<file path="src/rtl/serial_subtractor4bits.sv">
// Bit-serial subtractor: inA - inB - bin, one bit per clk, LSB first; optional signed overflow under `SUB_OVERFLOW_EN.
// Latency: WIDTH cycles from the accepted start edge to the done pulse; one result per WIDTH+1 cycles back-to-back.
// Backpressure: start is accepted only while busy is low (IDLE or DONE); a start seen while busy is dropped.
module serial_subtractor4bits #(
  parameter int WIDTH = 4
) (
  input  logic             clk,
  input  logic             reset_n,
  input  logic             start,
  input  logic [WIDTH-1:0] inA,
  input  logic [WIDTH-1:0] inB,
  input  logic             bin,
  output logic             busy,
  output logic             done,
  output logic [WIDTH-1:0] diff,
  output logic             bout,
  output logic             ovf
);

  localparam int CW = $clog2(WIDTH);

  localparam logic [1:0] IDLE  = 2'd0;
  localparam logic [1:0] SHIFT = 2'd1;
  localparam logic [1:0] DONE  = 2'd2;

  logic [1:0]       state;
  logic [WIDTH-1:0] a_sr;
  logic [WIDTH-1:0] b_sr;
  logic [WIDTH-1:0] res_sr;
  logic [WIDTH-1:0] res_nxt;
  logic [CW-1:0]    cnt;
  logic             c;
  logic             c_nxt;
  logic             nb0;
  logic             s;
  logic             accept;
  logic             last;

  assign busy   = (state == SHIFT);
  assign done   = (state == DONE);
  assign accept = start && !busy;
  assign last   = (cnt == CW'(WIDTH - 1));

  // Subtraction as A + ~B with the carry seeded by ~bin; borrow-out is the inverted final carry.
  assign nb0     = ~b_sr[0];
  assign s       = a_sr[0] ^ nb0 ^ c;
  assign c_nxt   = (a_sr[0] & nb0) | (a_sr[0] & c) | (nb0 & c);
  assign res_nxt = {s, res_sr[WIDTH-1:1]};

  always_ff @(posedge clk) begin
    if (!reset_n) begin
      state  <= IDLE;
      a_sr   <= '0;
      b_sr   <= '0;
      res_sr <= '0;
      cnt    <= '0;
      c      <= 1'b0;
      diff   <= '0;
      bout   <= 1'b0;
    end else begin
      case (state)
        IDLE, DONE: begin
          if (accept) begin
            a_sr  <= inA;
            b_sr  <= inB;
            c     <= ~bin;
            cnt   <= '0;
            state <= SHIFT;
          end else begin
            state <= IDLE;
          end
        end
        SHIFT: begin
          a_sr   <= a_sr >> 1;
          b_sr   <= b_sr >> 1;
          res_sr <= res_nxt;
          c      <= c_nxt;
          cnt    <= cnt + CW'(1);
          if (last) begin
            state <= DONE;
            diff  <= res_nxt;
            bout  <= ~c_nxt;
          end
        end
        default: state <= IDLE;
      endcase
    end
  end

`ifdef SUB_OVERFLOW_EN
  logic a_msb;
  logic b_msb;

  // On the last SHIFT cycle s is the result MSB.
  always_ff @(posedge clk) begin
    if (!reset_n) begin
      a_msb <= 1'b0;
      b_msb <= 1'b0;
      ovf   <= 1'b0;
    end else if (accept) begin
      a_msb <= inA[WIDTH-1];
      b_msb <= inB[WIDTH-1];
    end else if (busy && last) begin
      ovf <= (a_msb != b_msb) && (s != a_msb);
    end
  end
`else
  assign ovf = 1'b0;
`endif

endmodule

</file>
<file path="config.mk">
export PLATFORM = sky130hd
export DESIGN_NAME = serial_subtractor4bits
export DESIGN_NICKNAME = d
export VERILOG_FILES = /design/src/rtl/serial_subtractor4bits.sv
export SDC_FILE = /design/constraint.sdc
export NUM_CORES = 1
export LEC_CHECK = 0
export ABC_AREA = 0
export CORE_UTILIZATION = 55
export DETAILED_ROUTE_END_ITERATION = 8
export DONT_BUFFER_PORTS = 1
export PLACE_DENSITY_LB_ADDON = 0.15
export SYNTH_ARGS = -nofsm -noshare
export SYNTH_HDL_FRONTEND = slang
export SYNTH_SLANG_ARGS = --single-unit
</file>
<file path="constraint.sdc">
create_clock -name clk -period 1.5 [get_ports clk]
set_clock_uncertainty 0.05 [all_clocks]
set_input_delay 0.375 -clock clk [delete_from_list [all_inputs] [get_ports clk]]
set_output_delay 0.375 -clock clk [all_outputs]
set_load 0.05 [all_outputs]
</file>
==> results.toml <==
[timing]
hold_violations = 0
fmax_mhz = 703
setup_viol = 0
slew_viol_final = 0
setup_tns_ns = 0
period_share = 0.948
rsz0062_at_grt = "false"
period_minus_slack_ns = 1.42
worst_slew_pin_slew_ns = 0.510
slew_headroom = 0.659

[final_layout]
fillers = 142
nNetsFinal = 122
drive_gt1_frac = 0.112
diodes = 0
multiInputGateArea_um2 = 389
seqCellArea_um2 = 422
syn2layout_area_growth_pct = 3.71

[global_routing]
grt_max_degree = 21
grt-ovfl-total = 0
antenna_found_initial = 0
grt_pass1_vias = 622
grt_usage = 0.192
grt_first_pass_wirelength_mm = 2.60

[routing]
route.detailed.drc = 0
drt_wl_total_mm = 1.49
num_vias = 678
first_iter_violations = 11
firstDrtPassIters = 4
viasPerCell = 5.51
avgRoutedWirePerCell_um = 12.1
final_antenna_net_count = 0

[setup_path]
crit_buf_inv = 1
worst_path_max_delay_cell = "dfxtp_1"
path_cells = "nand2b_2 -> clkinv_2"
r2r_setup_slack_ns = 0.16
cp.required_ns = 1.07
crit_type = "flip-flop to output port"
reg2reg_from = "state[1]"
startpoint_type = "flip-flop"
crit_family = "flip-flops"
slowest_delay_ns = 0.33
arrival_ns = 1.00
worstReg2RegEnd = "bout"
rr_worst_depth = 4
end_kind = "output port"
cp_max_fo = 5

[synth]
yosys.area.top_type = "dfxtp_1"
avgSynthCellArea_um2 = 8.26
ys_types = 25
synth_warnings = 0
netlist_area_um2 = 876
synth_edf_count = 0
netlist_instances = 106
synth.area.top_cells = "dfxtp_1 (48%), nand2_1 (11%), a21oi_1 (7.4%), nand3_1 (5.1%), a31oi_1 (4.3%)"
ys_ff_latch = 21
async_reset_ff_frac = 0
synthFlopType = "dfxtp_1"
synth_nets = 120
ys_seq_area_frac = 0.480
synth_top_area_frac = 0.480

[min_path]
hp-start = "reset_n"
hold_depth = 1
min-delay-path-class = "input port to flip-flop"
min_to = "state[0]"

[clock_network]
cts_tree = "yes"
cts_buffers = 3
cts_root_buffer = "clkbuf_4"
clk_latency_ns = 0.29
clk_pin_slew_ns = 0.11
htree_levels = 1
clk_path_buf_depth = 2
clock-sinks = 21

[floorplan]
die_w_um = 41.9
coreArea_um2 = 1490
die_area_um2 = 1760
num_rows = 14
initial_core_util = 0.588
fp.dieH_um = 41.9
io_pins = 20

[power_and_ir_drop]
total_power_uw = 995
leakage_nw = 0.335
p_per_area_nw_per_um2 = 1090
ir_drop_mv = 0.731

[placement]
io_buffers = 0
hpwlAfterDp_mm = 1.11
gp_congestion = 0.699

[status]
status = "completed"

[run]
drv_cap = 0
## registers in the layout, summed over array words and instances, names as in the netlist
| name | count |
|---|---|
| diff | 4 |
| cnt | 2 |
| a_sr | 4 |
| bout | 1 |
| b_sr | 4 |
| state | 2 |
| c | 1 |
| res_sr | 3 |
## what timing repair did
action / CTS / global route
resized for setup: 0 / 2
endpoints found under the setup margin: 0 / 1
hold buffers: 0 / 0
buffers inserted: 0 / 0
## how the worst max path moves through the flow
| stage | start | end | slack (ns) | depth (start not counted) |
|---|---|---|---|---|
| 2_1_floorplan | state[0] | done | 0.03 | 1 |
| 3_3_place_gp | cnt[0] | diff[0] | 0.24 | 4 |
| 3_5_place_dp | state[0] | diff[1] | 0.20 | 5 |
| 4_1_cts | state[0] | busy | 0.0009 | 2 |
| 5_1_grt | state[1] | busy | 0.03 | 2 |
| 6_report | state[1] | busy | 0.08 | 2 |
## layout by cell type, fill, tap and decap left out, drive strengths merged, types with 3 or more instances in the layout
cell type | Yosys | final
buf | 7 | 5
nand3 | 9 | 9
dfxtp | 21 | 21
o21ai | 7 | 7
nand2 | 25 | 25
a21oi | 13 | 13
clkbuf | 1 | 3
a31oi | 6 | 6
## metrics by stage
stage          area [um^2]  instances  hold slack [ns]  utilization  setup slack, ns
2_1_floorplan          876        106            0.387            -           0.0322
3_3_place_gp           878        119            0.401        0.590            0.239
3_5_place_dp           878        119            0.407        0.590            0.203
4_1_cts                906        123            0.144        0.608         0.000924
5_1_grt                908        123            0.138        0.610           0.0301
6_report               908        123            0.151        0.610           0.0775
## where the power goes
group          total, mW  switching (mW)  internal [mW]
clock              0.254           0.155         0.0990
sequential         0.610          0.0211          0.589
combinational      0.130          0.0824         0.0478
total              0.995           0.258          0.736
## cell usage after synthesis, types with 2 or more instances
master    n
nand3_1   9
nand2_1  25
buf_6     2
buf_2     4
dfxtp_1  21
o21ai_0   7
a31oi_1   6
nor2b_1   2
inv_1     2
a21oi_1  13
## kinds of logic after synthesis
kind of cell | Yosys count | share of synthesized area
compound gates | 28 | 0.176
fa+ha+maj | 2 | 0.0371
buf+inv | 11 | 0.0757
flops | 21 | 0.480
other cells | 1 | 0.00428
simple gates | 43 | 0.227
## cell type report
cell class | instances | share of cell area
repair buffers | 5 | 0.0413
multi-input cells | 74 | 0.428
clock inverters | 1 | 0.00551
well taps | 16 | 0.0220
inverters | 3 | 0.0138
flip-flops and latches | 21 | 0.464
clock buffers | 3 | 0.0248
## routing by layer
layer	global-route usage	wire length [um]	up-vias
met4	0.0581	13	0
met1	0.263	697	302
li1	-	-	357
met3	0.0304	63	2
met5	0	0	-
met2	0.313	716	17
Power figures use the tool's default switching activity.
